--- config.mk ---
export PLATFORM = sky130hd
export DESIGN_NAME = johnson_monitor
export DESIGN_NICKNAME = d
export VERILOG_FILES = /design/src/rtl/johnson_monitor.sv
export SDC_FILE = /design/constraint.sdc
export NUM_CORES = 1
export LEC_CHECK = 0
export ABC_AREA = 1
export BUFFER_PORTS_ARGS = -buffer_cell sky130_fd_sc_hd__buf_2
export CAP_MARGIN = 20
export CORE_AREA = 2 2 59 61
export DETAILED_ROUTE_END_ITERATION = 12
export DIE_AREA = 0 0 61 63
export PLACE_DENSITY = 0.67
export SLEW_MARGIN = 20
export SYNTH_ARGS = -nofsm -noshare
export SYNTH_HDL_FRONTEND = slang
export SYNTH_SLANG_ARGS = --single-unit
--- constraint.sdc ---
create_clock -name clk -period 5.3 [get_ports clk]
set_input_delay 1.06 -clock clk [delete_from_list [all_inputs] [get_ports clk]]
set_output_delay 1.06 -clock clk [all_outputs]
set_load 0.03 [all_outputs]
--- src/rtl/johnson_monitor.sv ---
// Johnson-code phase monitor: decodes a 4-bit Johnson count, checks step order, counts revolutions.
// Define JOHNSON_MONITOR_ERRCNT_EN to add the saturating err_cnt output.
module johnson_monitor (
    input  logic       clk,
    input  logic       reset,
    input  logic [3:0] q_in,
    input  logic       en,
    input  logic       clr_err,
    output logic [2:0] phase,
    output logic [7:0] phase_oh,
    output logic       valid,
    output logic       illegal,
    output logic       seq_err,
    output logic       rev_tick,
    output logic [7:0] rev_cnt,
`ifdef JOHNSON_MONITOR_ERRCNT_EN
    output logic [7:0] err_cnt,
`endif
    output logic       err_sticky
);

    localparam int unsigned PHASE_W = 3;
    localparam int unsigned OH_W    = 8;
    localparam int unsigned CNT_W   = 8;

    typedef enum logic [1:0] {ACQUIRE, TRACK, FAULT} state_t;

    state_t               state, state_d;
    logic                 code_ok;
    logic [PHASE_W-1:0]   code_ph;
    logic [PHASE_W-1:0]   phase_d;
    logic [OH_W-1:0]      phase_oh_d;
    logic                 valid_d, illegal_d, seq_err_d, rev_tick_d, err_sticky_d, err_now;
    logic [CNT_W-1:0]     rev_cnt_d;
`ifdef JOHNSON_MONITOR_ERRCNT_EN
    logic [CNT_W-1:0]     err_cnt_d, err_cnt_base;
`endif

    // Johnson code to phase index
    always_comb begin
        code_ok = 1'b1;
        code_ph = '0;
        case (q_in)
            4'b0000: code_ph = PHASE_W'(0);
            4'b1000: code_ph = PHASE_W'(1);
            4'b1100: code_ph = PHASE_W'(2);
            4'b1110: code_ph = PHASE_W'(3);
            4'b1111: code_ph = PHASE_W'(4);
            4'b0111: code_ph = PHASE_W'(5);
            4'b0011: code_ph = PHASE_W'(6);
            4'b0001: code_ph = PHASE_W'(7);
            default: code_ok = 1'b0;
        endcase
    end

    // Next state and next register values; a new error overrides clr_err
    always_comb begin
        state_d      = state;
        phase_d      = phase;
        rev_cnt_d    = rev_cnt;
        err_sticky_d = err_sticky;
        illegal_d    = 1'b0;
        seq_err_d    = 1'b0;
        rev_tick_d   = 1'b0;

        if (en) begin
            case (state)
                ACQUIRE: begin
                    if (code_ok) begin
                        phase_d = code_ph;
                        state_d = TRACK;
                    end else begin
                        illegal_d = 1'b1;
                    end
                end
                TRACK: begin
                    if (!code_ok) begin
                        illegal_d = 1'b1;
                    end else if (code_ph == PHASE_W'(phase + PHASE_W'(1))) begin
                        phase_d = code_ph;
                        if (phase == PHASE_W'(7)) begin
                            rev_tick_d = 1'b1;
                            rev_cnt_d  = CNT_W'(rev_cnt + CNT_W'(1));
                        end
                    end else if (code_ph != phase) begin
                        seq_err_d = 1'b1;
                    end
                end
                default: begin
                    illegal_d = !code_ok;
                end
            endcase
        end

        err_now = illegal_d | seq_err_d;
        if (clr_err) begin
            err_sticky_d = 1'b0;
            if (state == FAULT) state_d = ACQUIRE;
        end
        if (err_now) begin
            err_sticky_d = 1'b1;
            state_d      = FAULT;
        end

        valid_d    = (state_d == TRACK);
        phase_oh_d = valid_d ? OH_W'(OH_W'(1) << phase_d) : '0;

`ifdef JOHNSON_MONITOR_ERRCNT_EN
        err_cnt_base = clr_err ? '0 : err_cnt;
        err_cnt_d    = err_cnt_base;
        if (err_now && (err_cnt_base != {CNT_W{1'b1}})) err_cnt_d = CNT_W'(err_cnt_base + CNT_W'(1));
`endif
    end

    // State and output registers
    always_ff @(posedge clk) begin
        if (reset) begin
            state      <= ACQUIRE;
            phase      <= '0;
            phase_oh   <= '0;
            valid      <= 1'b0;
            illegal    <= 1'b0;
            seq_err    <= 1'b0;
            rev_tick   <= 1'b0;
            rev_cnt    <= '0;
            err_sticky <= 1'b0;
`ifdef JOHNSON_MONITOR_ERRCNT_EN
            err_cnt    <= '0;
`endif
        end else begin
            state      <= state_d;
            phase      <= phase_d;
            phase_oh   <= phase_oh_d;
            valid      <= valid_d;
            illegal    <= illegal_d;
            seq_err    <= seq_err_d;
            rev_tick   <= rev_tick_d;
            rev_cnt    <= rev_cnt_d;
            err_sticky <= err_sticky_d;
`ifdef JOHNSON_MONITOR_ERRCNT_EN
            err_cnt    <= err_cnt_d;
`endif
        end
    end

endmodule
==> reports/metrics.yaml, run 1 <==
yosys:
  synth_top_area_share: 0.3711
  ys_warn_count: 0
  synth_cells: 206
  yosys.area.top_type: "dfxtp_1"
  synthFlopType: "dfxtp_1"
  synth_area_per_cell_sq_um: 6.809
  synth.cell_area_sq_um: 1403
  ys_types: 22
  synth-seq-cells: 26
  synthesis.nets: 217
  synth_commonest_cells: "nand2_1, inv_1, nor2_1"
  ys_seq_area_frac: 0.3711
  synth.area.top_cells: "dfxtp_1, nand2_1, inv_1, nor2_1, nand3_1"
  synth-async-reset-ratio: 0
  synth_edf_count: 0
  synth_most_common_cell: "nand2_1"
sta:
  slew_headroom: 0.7585
  fin_setup_tns_ns: 0
  layout_setup_ws_ns: 2.942
  worst_pin_slew_ns: 0.3590
  clock_skew_ns: 0.008016
  fmax_mhz: 424.1
  rsz0062_at_grt: "no"
  hold_viol: 0
  fin_crit_sh: 0.4449
  setup_violations: 0
  finalCriticalPeriod_ns: 2.358
  finalMaxSlewViolations: 0
critical_path:
  crit_family: "simple AND/OR/NAND/NOR gates"
  critPathSlowestCell: "nor3_4"
  crit_buf_inv: 3
  crit_type: "input port to flop"
  critical_path_required_ns: 5.57
  arrival_ns: 2.62
  r2r-start: "phase[0]"
  crit_fanout: 8
  regToRegSetupSlack_ns: 3.18
  critPathLaunchType: "input port"
  r2r_end: "rev_cnt[4]"
  cp-end-kind: "flop"
  reg2reg_depth: 13
  path_cells: "buf_2 > inv_2 > nand2_1 > nand2_2 > nand2_2 > nand2_4 > nand2_4 > nor2_4 > nand2_4 > nor3_4 > nand2_2 > nor2_2 > nand2_1 > nand2_1 > inv_1 > nor2_1"
  crit_path_max_incr_delay_ns: 0.29
min_path:
  hold_start: "rev_cnt[6]"
  holdPathEnd: "rev_cnt[6]"
  whs_path_depth: 2
  min_path_type: "flop to flop"
die:
  io_pins: 32
  initial_core_util: 0.4340
  rows: 21
  dieHeight_microns: 63
  core_area_sq_um: 3232
  die_area_sq_um: 3843
  dieWidth_microns: 61
power:
  p_per_area_nw_per_um2: 227.0
  p_leak_uw: 0.0008345
  finalPower_uw: 374.0
  vdd_drop_max_v: 0.0002078
route:
  routed-wl-met3_microns: 111
  drc: 0
  viasPerCell: 4.671
  wl_met1_mm: 1.318
  top_layer: "met4"
  dr.pass1.iters: 4
  routed-wl-met2_mm: 1.336
  detail-route-antenna-nets: 0
  wire_per_inst_microns: 9.727
  drtIter0Drc: 41
  via_count: 1336
  drt-total-wl_mm: 2.782
final_layout:
  antenna_cells: 0
  multi_input_area_sq_um: 762.0
  syn_to_final_growth_pct: 17.48
  n_fill_cell: 343
  layoutNonFillerInstCount: 286
  final_area_sq_um: 1648
  nets: 252
  register_area_sq_um: 520.5
  drive_above_1_share: 0.2458
global_route:
  grt_first_pass_wirelength_mm: 4.905
  grt_start_max_net_pins: 15
  antenna_found_initial: 0
  grt.overflow.total: 0
  grtUsageTotal: 0.1592
  grt_pass1_vias: 1233
outcome:
  status: "finished clean"
place:
  preCtsSetupSlack_ns: 2.626
  placed_cell_area_sq_um: 1612
  place.gp.congestion: 0.8185
  placed_cells: 282
  port_buffers: 31
  dp_hpwl_mm: 2.254
cts:
  numClockSinks: 26
  cts_buffers: 3
  clkTransAtPathRegs_ns: 0.13
  cts_tree: "built"
  cts_buffer_depth: 2
  root_buffer: "clkbuf_4"
  cts-resized-gates: 0
  clkLatencyLatePin_ns: 0.32
  cts_setup_buffers: 0
  cts_hold_buf: 0
  htree_levels: 1
run:
  drv_cap: 0
-- per-stage QoR --
stage | hold WS, ns | util
6_report | 0.4934 | 0.5099
5_1_grt | 0.5385 | 0.5099
4_1_cts | 0.4976 | 0.5099
3_5_place_dp | 0.4716 | 0.4986
3_3_place_gp | 0.4793 | 0.4986
2_1_floorplan | 0.5958 | -
-- state kept, by name, summed over array words and instances, names as in the netlist --
signal / cells
valid: 1
seq_err: 1
rev_tick: 1
state: 2
err_sticky: 1
phase_oh: 8
phase: 3
illegal: 1
rev_cnt: 8
-- kinds of logic after synthesis --
logic type,Yosys count,synth area share
AO/OA/AOI/OAI,16,0.05709
buffers and inverters,32,0.08563
AND/OR/NAND/NOR,127,0.4469
flip-flops,26,0.3711
XOR/XNOR,2,0.01249
adder cells (fa/ha/maj),3,0.02676
-- worst max path at each step --
stage,from,endpoint,cells after the start
after floorplan,q_in[0],rev_cnt[4],14
after global placement,q_in[0],rev_cnt[4],16
after detailed placement,q_in[2],rev_cnt[4],16
after CTS,q_in[2],rev_cnt[4],16
after global routing,q_in[2],rev_cnt[4],16
final,q_in[2],rev_cnt[4],16
-- area by class of cell --
type,instances,share of cell area
multi-input combinational,148,0.4624
sequential,26,0.3159
timing repair buffer,31,0.09415
inverter,31,0.07062
tap,46,0.03493
clock buffer,4,0.02202
-- where the power goes --
part / total (uW) / switching [uW] / internal, uW
registers: 204 / 3.52 / 200
logic: 73.6 / 50.9 / 22.8
clock network: 96.8 / 54.9 / 42.0
total: 374 / 109 / 265
-- worst register-to-register path, cell delays in order, from the launching register on --
cell and delay (ns):
dfxtp_1 0.38, ha_1 0.22, ha_1 0.32, inv_1 0.07, nand3_1 0.06, nand2_1 0.19
nand2_4 0.09, nor3_4 0.29, nand2_2 0.08, nor2_2 0.14, nand2_1 0.06, nand2_1 0.05
inv_1 0.03, nor2_1 0.09
-- cell usage in the layout, fill, tap and decap left out --
| cell type | netlist | final |
|---|---|---|
| nor2_2 | 2 | 2 |
| nand4_1 | 5 | 5 |
| nor3_1 | 3 | 3 |
| inv_2 | 4 | 4 |
| inv_1 | 27 | 27 |
| or2_1 | 1 | 1 |
| nor2_1 | 27 | 27 |
| nand3_1 | 17 | 17 |
| o21ai_0 | 8 | 8 |
| xor2_1 | 2 | 2 |
| dfxtp_1 | 26 | 26 |
| nor3_4 | 1 | 1 |
| clkbuf_4 | 0 | 3 |
| nand2_1 | 52 | 52 |
| and2_1 | 1 | 1 |
| a21oi_1 | 8 | 8 |
| ha_1 | 3 | 3 |
| nand3_2 | 4 | 4 |
| nor4_1 | 1 | 1 |
| nand2_4 | 5 | 5 |
| clkbuf_8 | 0 | 1 |
| nor2_4 | 1 | 1 |
| buf_2 | 0 | 31 |
| nand2_2 | 7 | 7 |
-- metal layers --
metal | up-vias | track usage
met5 | - | 0
met4 | 0 | 0.02989
met2 | 26 | 0.2688
met1 | 590 | 0.2074
li1 | 718 | -
met3 | 2 | 0.03106
Power figures use the tool's default switching activity.
==> run 2: changes to the inputs <==
==> constraint.sdc (replaced) <==
create_clock -name clk -period 2.4 [get_ports clk]
set_input_delay 0.48 -clock clk [delete_from_list [all_inputs] [get_ports clk]]
set_output_delay 0.48 -clock clk [all_outputs]
set_load 0.03 [all_outputs]
==> reports/metrics.yaml, run 2 (synthesized netlist as in run 1, its figures left out) <==
power:
  p_leak_uw: 0.0008345
  switching_share: 0.2916
  p_clk_frac: 0.259
  p_int_uw: 584.7
  vdd_drop_max_v: 0.0002579
  p_per_area_nw_per_um2: 500.9
  seq_power_share: 0.544
  p_sw_uw: 240.7
  p_comb_frac: 0.196
sta:
  fmax_mhz: 492.2
  clock_skew_ns: 0.006500
  finalMaxSlewViolations: 0
  hold_viol: 0
  setup_violations: 0
  fin_setup_tns_ns: 0
  rsz0062_at_grt: "no"
  finalCriticalPeriod_ns: 2.032
  worst_pin_slew_ns: 0.3329
  fin_crit_sh: 0.8465
  fin_hold_ws_ns: 0.4288
  layout_setup_ws_ns: 0.3685
  slew_headroom: 0.7772
route:
  drc: 0
  wire_per_inst_microns: 9.633
  drt-total-wl_mm: 2.755
  via_count: 1333
  viasPerCell: 4.661
  drtIter0Drc: 38
  detail-route-antenna-nets: 0
  dr.pass1.iters: 4
cts:
  numClockSinks: 26
  root_buffer: "clkbuf_4"
  cts_tree: "built"
  cts_setup_buffers: 0
  cts_buffer_depth: 2
  clkLatencyLatePin_ns: 0.31
  htree_levels: 1
  cts-resized-gates: 0
  cts_buffers: 3
  cts_hold_buf: 0
  clkTransAtPathRegs_ns: 0.14
final_layout:
  final_common_cell: "nand2_1"
  antenna_cells: 0
  reg_top3: "phase_oh (8), rev_cnt (8), phase (3)"
  syn_to_final_growth_pct: 17.48
  final_area_sq_um: 1648
  n_fill_cell: 341
  layout_common_cells: "nand2_1, buf_2, inv_1, nor2_1, dfxtp_1"
  nets: 252
  layoutNonFillerInstCount: 286
  drive_above_1_share: 0.2458
critical_path:
  critical_path_required_ns: 2.66
  regToRegSetupSlack_ns: 0.37
  cp-end-kind: "flop"
  critPathLaunchType: "flop"
  crit_fanout: 8
  arrival_ns: 2.29
  crit_type: "flop to flop"
place:
  placed_cell_area_sq_um: 1612
  placed_cells: 282
  preCtsSetupSlack_ns: 0.3147
  dp_hpwl_mm: 2.264
  port_buffers: 31
  place.gp.congestion: 0.7743
global_route:
  use_met3: 0.03520
  grt_first_pass_wirelength_mm: 4.795
  grt.overflow.total: 0
  grt_pass1_vias: 1229
  busiest_layer: "met2"
  use_met2: 0.2796
  antenna_found_initial: 0
  use_met1: 0.1890
  grtUsageTotal: 0.1577
  grt_start_max_net_pins: 15
die:
  rows: 21
  dieWidth_microns: 61
  io_pins: 32
  dieHeight_microns: 63
  core_area_sq_um: 3232
  initial_core_util: 0.4340
  die_area_sq_um: 3843
min_path:
  min_path_type: "input port to flop"
outcome:
  status: "finished clean"
run:
  drv_cap: 0
==> run 2: power groups by stage <==
stage	sequential, uW	clock [uW]	combinational (uW)
3_3_place_gp	459	0	163
2_1_floorplan	473	0	109
6_report	449	214	162
3_5_place_dp	459	0	163
4_1_cts	449	226	163
5_1_grt	451	239	182
==> run 2: worst max-delay path: stages, from the launching register on <==
cell,delay [ns]
dfxtp_1,0.37
ha_1,0.21
ha_1,0.30
inv_1,0.06
nand3_1,0.06
nand2_1,0.17
nand2_4,0.09
nor3_4,0.27
nand2_2,0.08
nor2_2,0.12
nand2_1,0.06
nand2_1,0.05
inv_1,0.03
nor2_1,0.08
==> run 2: final timing paths <==
| check | end | startpoint | cells past startpoint |
|---|---|---|---|
| max | rev_cnt[4] | phase[0] | 13 |
| min | err_sticky | clr_err | 4 |
| max reg2reg | rev_cnt[4] | phase[0] | 13 |
| min reg2reg | rev_cnt[6] | rev_cnt[6] | 2 |
==> run 2: per-layer routing <==
metal	vias up	share of wire	wire length, microns
met1	584	0.45	1246
met5	-	0	0
met2	29	0.50	1383
met3	4	0.037	102
li1	716	-	-
met4	0	0.0083	23
==> run 2: cell type report <==
type	count	area [sq um]	area share
Timing Repair Buffer	31	155.1	0.09415
Clock buffer	4	36.28	0.02202
Inverter	31	116.4	0.07062
Sequential cell	26	520.5	0.3159
Multi-Input combinational cell	148	762.0	0.4624
Tap cell	46	57.56	0.03493
==> run 2: metrics by stage <==
stage / total power (uW) / util
floorplan: 581.9 / -
global placement: 621.4 / 0.4986
detailed placement: 621.4 / 0.4986
CTS: 838.7 / 0.5099
global route: 871.6 / 0.5099
finish: 825.3 / 0.5099
==> run 3: changes to the inputs <==
==> constraint.sdc (replaced) <==
create_clock -name clk -period 1.9 [get_ports clk]
set_input_delay 0.38 -clock clk [delete_from_list [all_inputs] [get_ports clk]]
set_output_delay 0.38 -clock clk [all_outputs]
set_load 0.03 [all_outputs]
==> reports/metrics.yaml, run 3 (synthesized netlist as in run 1, its figures left out) <==
critical_path:
  arrival_ns: 2.08
  r2r-start: "phase[0]"
  regToRegSetupSlack_ns: 0.08
  cp-end-kind: "flop"
  critPathSlowestCell: "dfxtp_4"
  critical_path_required_ns: 2.16
  reg2reg_depth: 11
  critPathLaunchType: "flop"
  crit_path_max_incr_delay_ns: 0.38
  path_cells: "ha_4 > ha_4 > nand3_4 > nand2_4 > buf_4 > nand4_1 > nand3_1 > nand2_1 > a21oi_2 > nand2_1 > nor2_1"
  crit_fanout: 3
  crit_type: "flop to flop"
  r2r_end: "phase_oh[2]"
die:
  dieHeight_microns: 63
  initial_core_util: 0.4340
  rows: 21
  die_area_sq_um: 3843
  core_area_sq_um: 3232
  dieWidth_microns: 61
  io_pins: 32
final_layout:
  final_area_sq_um: 1814
  final_common_cell: "nand2_1"
  antenna_cells: 0
  layout_common_cells: "nand2_1, buf_2, inv_1"
  nets: 262
  syn_to_final_growth_pct: 29.35
  reg_top3: "phase_oh (8), rev_cnt (8), phase (3)"
  layoutNonFillerInstCount: 296
  fin_util: 0.5614
  drive_above_1_share: 0.3400
sta:
  setup_violations: 0
  fin_hold_ws_ns: 0.3279
  fmax_mhz: 550.5
  rsz0062_at_grt: "yes"
  finalCriticalPeriod_ns: 1.817
  finalMaxSlewViolations: 0
  worst_pin_slew_ns: 0.4474
  fin_crit_sh: 0.9562
  hold_viol: 0
  slew_headroom: 0.6990
  clock_skew_ns: 0.007901
route:
  drt-total-wl_mm: 3.105
  drtIter0Drc: 26
  wire_per_inst_microns: 10.49
  detail-route-antenna-nets: 0
  viasPerCell: 4.652
  drc: 0
  via_count: 1377
  dr.pass1.iters: 4
place:
  placed_cell_area_sq_um: 1690
  dp_hpwl_mm: 2.408
  port_buffers: 31
  placed_cells: 289
  place.gp.congestion: 0.8597
global_route:
  grtUsageTotal: 0.1732
  grt_start_max_net_pins: 15
  grt_pass1_vias: 1272
  grt_first_pass_wirelength_mm: 5.175
  antenna_found_initial: 0
  grt.overflow.total: 0
cts:
  cts_buffer_depth: 2
  cts_hold_buf: 0
  cts_tree: "built"
  htree_levels: 1
  clkTransAtPathRegs_ns: 0.14
  numClockSinks: 26
  cts_buffers: 3
  root_buffer: "clkbuf_4"
  clkLatencyLatePin_ns: 0.32
min_path:
  holdPathEnd: "err_sticky"
  min_path_type: "input port to flop"
  whs_path_depth: 4
  hold_start: "clr_err"
power:
  finalPower_uw: 1085
  vdd_drop_max_v: 0.0003957
  p_per_area_nw_per_um2: 598.1
  p_leak_uw: 0.0008967
outcome:
  status: "finished clean"
run:
  drv_cap: 0
[run 3: repair_timing]
item	in CTS	in global routing
resized for setup	0	16
setup buffers	2	1
endpoints found under the setup margin	1	15
pin swaps	1	7
[run 3: worst max-delay path by stage]
stage	from	end	slack (ns)	depth (start not counted)
finish	phase[0]	phase_oh[2]	0.08	11
global route	phase[0]	phase_oh[6]	-0.05	13
CTS	phase[0]	phase_oh[0]	0.002	12
detailed placement	q_in[2]	rev_cnt[4]	-0.1	15
global placement	q_in[2]	rev_cnt[4]	-0.08	14
floorplan	phase[0]	rev_cnt[4]	0.03	12
[run 3: where the power goes]
part	total (uW)	switching [uW]	internal (uW)
registers	567	9.52	557
logic	244	159	85.3
clock network	274	157	117
total	1090	326	760
[run 3: routing by layer]
layer	vias to the layer above	GRT usage	wire length (microns)
li1	733	-	-
met1	606	0.2105	1354
met2	34	0.2997	1572
met3	4	0.04141	151
met4	0	0.04076	27
met5	-	0	0
[run 3: through the flow]
| step | worst slack [ns] | setup TNS, ns |
|---|---|---|
| 5_1_grt | -0.05439 | -0.3830 |
| 2_1_floorplan | 0.03348 | 0 |
| 4_1_cts | 0.001745 | 0 |
| 3_5_place_dp | -0.09587 | -0.1651 |
| 6_report | 0.08331 | 0 |
| 3_3_place_gp | -0.07807 | -0.1361 |
[run 3: cell type report]
type                    count  area, sq um
inverters                  31        116.4
flip-flops and latches     26        529.3
multi-input cells         148        844.6
well taps                  46        57.56
clock buffers               4        36.28
repair buffers             41        230.2
fillers                   344         1418
[run 3: critical path, delay by kind of cell (launching register included)]
family | cells | cell delay, ns
AO/OA/AOI/OAI | 1 | 0.20
adder cells (fa/ha/maj) | 2 | 0.45
buffers and inverters | 1 | 0.11
flip-flops | 1 | 0.38
AND/OR/NAND/NOR | 7 | 0.64
